[src/rtl/zrb_spi_pkg.sv]
// Shared definitions for the zrb SPI master: FSM state encoding and counter sizing.
package zrb_spi_pkg;

  typedef enum logic [2:0] {
    IDLE,
    SETUP,
    SHIFT,
    HOLD,
    GUARD
  } spi_state_t;

  // Bits needed to hold any value in 0..value-1 (minimum 1).
  function automatic int unsigned clogb2(input int unsigned value);
    int unsigned width;
    width = 1;
    for (int unsigned i = 1; i < 32; i++) begin
      if (value > (32'd1 << i)) width = i + 1;
    end
    return width;
  endfunction

endpackage

[src/rtl/zrb_spi_tick.sv]
// Half-period tick generator: pulses tick every CLK_DIV cycles while enabled.
module zrb_spi_tick
  import zrb_spi_pkg::*;
#(
  parameter int CLK_DIV = 4
) (
  input  logic clk,
  input  logic reset,
  input  logic enable,
  output logic tick
);

  localparam int unsigned CW = clogb2($unsigned(CLK_DIV));

  logic [CW-1:0] cnt;

  always_comb tick = enable && (cnt == CW'(CLK_DIV - 1));

  always_ff @(posedge clk or negedge reset) begin
    if (!reset) begin
      cnt <= '0;
    end else if (!enable || tick) begin
      cnt <= '0;
    end else begin
      cnt <= cnt + 1'b1;
    end
  end

endmodule

[src/rtl/zrb_spi_master.sv]
// SPI master: one NUM_BITS frame per start, MSB first, configurable CPOL/CPHA,
// followed by a CLK_DIV-cycle chip-select guard time.
module zrb_spi_master
  import zrb_spi_pkg::*;
#(
  parameter int NUM_BITS = 8,
  parameter int CPOL     = 0,
  parameter int CPHA     = 0,
  parameter int CLK_DIV  = 4
) (
  input  logic                clk,
  input  logic                reset,
  input  logic                start,
  input  logic [NUM_BITS-1:0] data_in,
  output logic [NUM_BITS-1:0] data_out,
  output logic                busy,
  output logic                done,
  output logic                sck,
  output logic                cs,
  output logic                spi_out,
  input  logic                spi_in
);

  localparam int unsigned   EW       = clogb2($unsigned(2 * NUM_BITS + 1));
  localparam logic [EW-1:0] LAST_IDX = EW'(2 * NUM_BITS - 1);

  spi_state_t          state, state_next;
  logic                tick, tick_en, edge_go, leading, last_edge;
  logic                sample_en, shift_en;
  logic [EW-1:0]       edge_cnt;
  logic [NUM_BITS-1:0] tx_sr, rx_sr;

  zrb_spi_tick #(.CLK_DIV(CLK_DIV)) u_tick (
    .clk   (clk),
    .reset (reset),
    .enable(tick_en),
    .tick  (tick)
  );

  always_ff @(posedge clk or negedge reset) begin
    if (!reset) state <= IDLE;
    else        state <= state_next;
  end

  // edge_cnt holds the number of sck edges already produced, so the edge a
  // tick creates is edge_cnt+1: leading when edge_cnt is even.
  always_comb begin
    state_next = state;
    cs         = 1'b1;
    busy       = 1'b1;
    tick_en    = 1'b1;
    edge_go    = 1'b0;
    sample_en  = 1'b0;
    shift_en   = 1'b0;
    leading    = ~edge_cnt[0];
    last_edge  = (edge_cnt == LAST_IDX);
    unique case (state)
      IDLE: begin
        busy    = 1'b0;
        tick_en = 1'b0;
        if (start) state_next = SETUP;
      end
      SETUP: begin
        cs      = 1'b0;
        edge_go = tick;
        if (tick) state_next = SHIFT;
      end
      SHIFT: begin
        cs      = 1'b0;
        edge_go = tick;
        if (tick && last_edge) state_next = HOLD;
      end
      HOLD: begin
        cs = 1'b0;
        if (tick) state_next = GUARD;
      end
      GUARD: begin
        if (tick) state_next = IDLE;
      end
      default: state_next = IDLE;
    endcase
    if (CPHA == 0) begin
      sample_en = edge_go && leading;
      shift_en  = edge_go && !leading && !last_edge;
    end else begin
      sample_en = edge_go && !leading;
      shift_en  = edge_go && leading;
    end
  end

  always_ff @(posedge clk or negedge reset) begin
    if (!reset) begin
      data_out <= '0;
      tx_sr    <= '0;
      rx_sr    <= '0;
      edge_cnt <= '0;
      sck      <= 1'(CPOL);
      spi_out  <= 1'b0;
      done     <= 1'b0;
    end else begin
      done <= 1'b0;
      if (state == IDLE && start) begin
        rx_sr    <= '0;
        edge_cnt <= '0;
        sck      <= 1'(CPOL);
        // CPHA=0 must have the MSB on the line before the first edge.
        if (CPHA == 0) begin
          spi_out <= data_in[NUM_BITS-1];
          tx_sr   <= {data_in[NUM_BITS-2:0], 1'b0};
        end else begin
          tx_sr <= data_in;
        end
      end else begin
        if (edge_go) begin
          sck      <= ~sck;
          edge_cnt <= edge_cnt + 1'b1;
        end
        if (shift_en) begin
          spi_out <= tx_sr[NUM_BITS-1];
          tx_sr   <= {tx_sr[NUM_BITS-2:0], 1'b0};
        end
        if (sample_en) rx_sr <= {rx_sr[NUM_BITS-2:0], spi_in};
        if (state == HOLD && tick) begin
          done     <= 1'b1;
          data_out <= rx_sr;
        end
      end
    end
  end

endmodule

[config.mk]
export PLATFORM = sky130hd
export DESIGN_NAME = zrb_spi_master
export DESIGN_NICKNAME = d
export VERILOG_FILES = /design/src/rtl/zrb_spi_pkg.sv /design/src/rtl/zrb_spi_tick.sv /design/src/rtl/zrb_spi_master.sv
export SDC_FILE = /design/constraint.sdc
export NUM_CORES = 1
export LEC_CHECK = 0
export BUFFER_PORTS_ARGS = -buffer_cell sky130_fd_sc_hd__clkbuf_2
export CAP_MARGIN = 15
export CORE_ASPECT_RATIO = 0.6
export CORE_UTILIZATION = 40
export CTS_CLUSTER_DIAMETER = 200
export DETAILED_ROUTE_END_ITERATION = 7
export PLACE_DENSITY_LB_ADDON = 0.08
export SLEW_MARGIN = 20
export SYNTH_ARGS = -nofsm -noshare
export SYNTH_HDL_FRONTEND = slang
export SYNTH_HIERARCHICAL = 1
export SYNTH_SLANG_ARGS = --single-unit
[constraint.sdc]
create_clock -name clk -period 2.6 [get_ports clk]
set_clock_uncertainty 0.05 [all_clocks]
set_input_delay 0.39 -clock clk [delete_from_list [all_inputs] [get_ports clk]]
set_output_delay 0.39 -clock clk [all_outputs]
set_load 0.01 [all_outputs]
Word-level counts from Yosys, hierarchy flattened
Index checks and enable logic that the tools add are counted.

word-level totals
  bits in registers = 37
  bits in latches = 0
  RAM bits = 0
  bits in read-only memories = 0
  output and inout bits = 13
  word-level logic and storage cells = 64
  memories kept = 0

cells by class
  $add $sub $neg = 2
  $mul = 0
  divide/modulo/power cells = 0
  magnitude comparators = 0
  equality and inequality tests = 11
  shifts and indexed selects = 0
  mux-type cells = 22
  bitwise gates (word level) = 3
  reductions and logical operators = 17

operators with widths
  cell                 count
  $mux 8               4
  $mux 3               5
  $pmux 3 s5           1
  $mux 5               2
  $ne 2x2->1 const B   5
  $mux 1               9
  $logic_and 1x1->1    7
  $eq 3x2->1 const B   2
  $reduce_bool 2->1    3
  $add 5x1->5 const B  1
  $eq 5x4->1 const B   1
  $reduce_and 5->1     1
  $eq 3x1->1 const B   1
  $eq 3x3->1 const B   1
  $logic_not 3->1      1
  $not 1->1            3
  $reduce_or 3->1      1
  $add 2x1->2 const B  1
  $eq 2x2->1 const B   1
  $mux 2               1
  $reduce_and 2->1     1
  $reduce_or 2->1      1
  $logic_not 1->1      1
  $logic_or 1x1->1     1

Longest topological paths before layout
  word-level depth = 8
  gate-level depth with buffers = 8
  mapped depth without buffers = 6

Hierarchy
Netlist, hierarchy kept.

by module, submodules not included
  module          times used  cells each  area each (um2)
  zrb_spi_master  1           146         1,629.1
  zrb_spi_tick    1           6           91.3

Worst setup path after synthesis
OpenSTA, ideal clock, no wires.

  path kind = register -> register
  start = register state[2]
  end = register spi_out
  data arrival time = 2,100 ps
  required time = 2,463 ps
  path slack = 363 ps
  stages on the path, launching flop included = 9
  buffers on the path = 3
  clock period less this slack = 2,237 ps
  cell sequence = dfrtp_1 > buf_4 > or3_2 > and2_2 > and4bb_2 > clkbuf_2 > and2_1 > clkbuf_2 > o211ai_1

between the ends
  word-level cells in the longest chain between the ends = 7

ends and longest elaborated chain
  element                      RTL line               source
  start: declaration           zrb_spi_master.sv:27   spi_state_t state, state_next;
  start signal: assignment     zrb_spi_master.sv:42   else state <= state_next;
  $logic_not 3->1              --
  $mux 1                       --
  named net busy               zrb_spi_master.sv:16   output logic busy,
  $logic_and 1x1->1            zrb_spi_tick.sv:17     always_comb tick = enable && (cnt == CW'(CLK_DIV - 1));
  named net tick               zrb_spi_master.sv:28   logic tick, tick_en, edge_go, leading, last_edge;
  $mux 1                       zrb_spi_master.sv:57   unique case (state)
  $logic_and 1x1->1            --
  $logic_and 1x1->1            zrb_spi_master.sv:84   shift_en = edge_go && !leading && !last_edge;
  $reduce_bool 2->1 (no line)  --
  end signal: assignment       zrb_spi_master.sv:108  spi_out <= data_in[NUM_BITS-1];
  end signal: assignment       zrb_spi_master.sv:119  spi_out <= tx_sr[NUM_BITS-1];
  end: declaration             zrb_spi_master.sv:20   output logic spi_out,

The timed path passes the listed nets, and every way through them passes these cells.
A chain may end at the register's enable or synchronous reset.

Final worst setup path
  start = register state[2]
  end = register data_out[3]

between the ends
  word-level cells in the longest chain between the ends = 5

ends and longest elaborated chain
  element                     RTL line               source
  $logic_not 3->1             zrb_spi_master.sv:57
  $mux 1                      zrb_spi_master.sv:57
  $logic_and 1x1->1           zrb_spi_tick.sv:17
  named net tick              zrb_spi_master.sv:28
  $logic_and 1x1->1           zrb_spi_master.sv:123  if (state == HOLD && tick) begin
  $reduce_and 2->1 (no line)  --
  end signal: assignment      zrb_spi_master.sv:125  data_out <= rx_sr;
  end: declaration            zrb_spi_master.sv:15   output logic [NUM_BITS-1:0] data_out,

The timed path passes the listed nets, and every way through them passes these cells.

==> run_results.csv <==
group,metric,value,unit
clock_tree,h-tree-depth,2,
clock_tree,clock_latency,0.28,ns
detailed_routing,drt_first_pass_iters,4,
detailed_routing,via_per_inst,4.93,
synth,synth-edff-count,0,
clock_tree,hold_buffers,0,
sta,setup_viol,0,
cells_and_area,drive_gt1_frac,0.341,
sta,grt_setup_unrepaired,"no",
synth,synth_top_family_by_area,"simple AND/OR/NAND/NOR gates",
detailed_routing,wl,3290,um
cells_and_area,stdcell_count,239,
sta,timing.fmax,0.440,GHz
detailed_routing,drc,0,
cells_and_area,fin_util,0.486,
die,rows,18,
worst_setup_path,crit_path_end_kind,"flop",
flow_run,drv_cap,0,
detailed_routing,route.vias.total,1179,
synth,synth.area.mux_share,0.113,
die,start_util,0.417,
cells_and_area,final_area,0.00200,sq mm
clock_tree,cts_root_buffer,"clkbuf_8",
worst_setup_path,max_stage_delay,0.55,ns
die,coreArea,0.00412,sq mm
sta,finalHoldViolations,0,
die,die_h,52.8,um
grt,grt_max_degree,37,
synth,synth_ff_type,"dfrtp_1",
clock_tree,tritoncts,"yes",
synth,syn_area_per_cell,11.3,sq um
die,io_pins,25,
run_status,status,"completed",
synth,synth-seq-area-share,0.524,
synth,synth_compound_area_frac,0.0713,
detailed_routing,initialDrtViolationCount,40,
clock_tree,cts_setup_buffers,0,
detailed_routing,postRouteAntennaNets,0,
grt,antenna_found_initial,0,
clock_tree,cts_buffers,5,
sta,finalCritPeriodShare,0.874,
worst_setup_path,required,2.71,ns
placement,dpl.cell_count,231,
clock_tree,path_clk_slew,0.08,ns
placement,place_area,0.00188,sq mm
synth,yosys_warnings,6,
sta,drv_slew,0,
sta,period_minus_slack,2.27,ns
min_path,hp-class,"input pin to async pin",
synth,yosys.area_share.simple,0.196,
worst_setup_path,worstSetupPathType,"flop to flop",
worst_setup_path,path_max_fanout,10,
clock_tree,cts_resized,0,
power,leakagePower,0.953,nW
sta,final.setup.tns,0,ns
grt,grt.total_usage,0.153,
synth,synth_largest_area_cell,"dfrtp_1",
synth,synth-xor-area-share,0.0196,
power,power,2.32,mW
placement,io_buffers,24,
grt,overflow,0,
synth,syn_inst,152,
grt,grt_pass1_vias,1074,
die,die-area,0.00458,sq mm
synth,synth_top_cell_area_share,0.524,
die,die_w,86.7,um
worst_setup_path,cp_data_arrival_time,2.39,ns
cells_and_area,area_delta_synth_final,16.5,%
cells_and_area,finish.net_count,193,
synth,yosys-top-cells-area,"dfrtp_1 52%, mux2_2 7.9%, nand2_1 5.2%, mux2i_1 3.5%, nand3_1 3.2%",
worst_setup_path,crit_slowest_cell,"or3_2",
sta,slew-limit-headroom,0.406,
synth,yosysUniqueCellTypes,38,
grt,grt_pass1_wl,5150,um
power,power_density,1160,mW/mm^2
worst_setup_path,startpoint_type,"flop",
power,irDropWorstVdd,0.364,mV
sta,tightest_slew,0.891,ns
placement,place.gp.congestion,0.750,
cells_and_area,antenna_cells,0,
synth,synth-seq-cells,36,
clock_tree,clock_sinks,36,
worst_setup_path,critPathLaunch,"state[2]$_DFFE_PN0P_",
detailed_routing,wire_per_inst,13.7,um
worst_setup_path,reg2reg_from,"state[2]$_DFFE_PN0P_",
worst_setup_path,cp_cell_sequence,"or3_2 -> and2_2 -> and2b_1 -> nand3_2 -> mux2_2",
placement,dpl.hpwl,2270,um
synth,synthAdderAreaFrac,0.0218,
clock_tree,clockBufferDepth,2,
synth,synth-async-reset-ratio,1.00,
synth,syn_nets,167,
synth,syn_area,0.00172,sq mm
## kinds of logic (layout without fill, tap and decap cells)
group	count (synthesis)	in the layout
XOR/XNOR	3	3
adder cells (fa/ha/maj)	3	3
flip-flops	36	36
AND/OR/NAND/NOR	57	57
buffers and inverters	16	43
multiplexers	18	18
AO/OA/AOI/OAI	19	19
## stage by stage
step | hold slack [ns] | setup WS (ns)
after floorplan | 0.0444 | 0.363
after global placement | 0.394 | 0.394
after detailed placement | 0.405 | 0.335
after CTS | 0.215 | 0.327
after global routing | 0.237 | 0.236
final | 0.170 | 0.327
## layout make-up
class / instances / area, sq um
clock buffers: 7 / 96.3
multi-input cells: 100 / 726
flip-flops and latches: 36 / 901
clock inverters: 1 / 30.0
well taps: 60 / 75.1
inverters: 7 / 26.3
fillers: 386 / 2120
repair buffers: 28 / 150
## critical path, delay by kind of cell, from the launching register on
kind,cells,cell delay (ns)
flip-flops,1,0.48
multiplexers,1,0.37
AND/OR/NAND/NOR,4,1.26
## metal layers
metal / routed length [um] / vias to the layer above / GRT usage
met1: 1650 / 575 / 0.210
met2: 1500 / 27 / 0.235
met4: 8 / 0 / 0.0444
met3: 130 / 2 / 0.0425
li1: - / 575 / -
met5: 0 / - / 0
## worst paths after layout
path | endpoint | slack [ns] | cells past startpoint
max | data_out[3]$_DFFE_PN0P_ | 0.33 | 5
min | edge_cnt[4]$_DFFE_PN0P_ | 0.17 | 1
max reg2reg | data_out[3]$_DFFE_PN0P_ | 0.33 | 5
min reg2reg | u_tick/cnt[0]$_DFF_PN0_ | 0.42 | 1
max in group asynchronous | data_out[0]$_DFFE_PN0P_ | 1.77 | 1
min in group clk | tx_sr[1]$_DFFE_PN0P_ | 0.27 | 3
## cell usage after synthesis, drive strengths merged (2+ instances only)
library cell	number
buf	5
clkbuf	4
inv	7
or4b	2
xor2	2
mux2	12
nor2	5
nand2	24
o211ai	7
and2	2
dfrtp	36
mux2i	6
o21ai	4
or3	3
nor3	2
ha	3
a21oi	5
nand3	12
## sequential cells by signal, summed over array words and instances (netlist names)
name	flops
sck	1
state	3
rx_sr	8
edge_cnt	5
data_out	8
tx_sr	7
u_tick/cnt	2
spi_out	1
done	1
## placed cells by master, fill, tap and decap left out, types with 6 or more instances in the layout
cell and instances:
nand3_1 11, inv_1 7, o211ai_1 7, clkbuf_8 7
mux2i_1 6, nand2_1 24, mux2_2 12, clkbuf_2 24
dfrtp_1 36
## where the power goes
group	internal [mW]	switching, mW	leakage, nW
Sequential	0.789	0.145	0.473
Clock	0.338	0.198	0.0645
Combinational	0.382	0.471	0.416
Power figures use the tool's default switching activity.
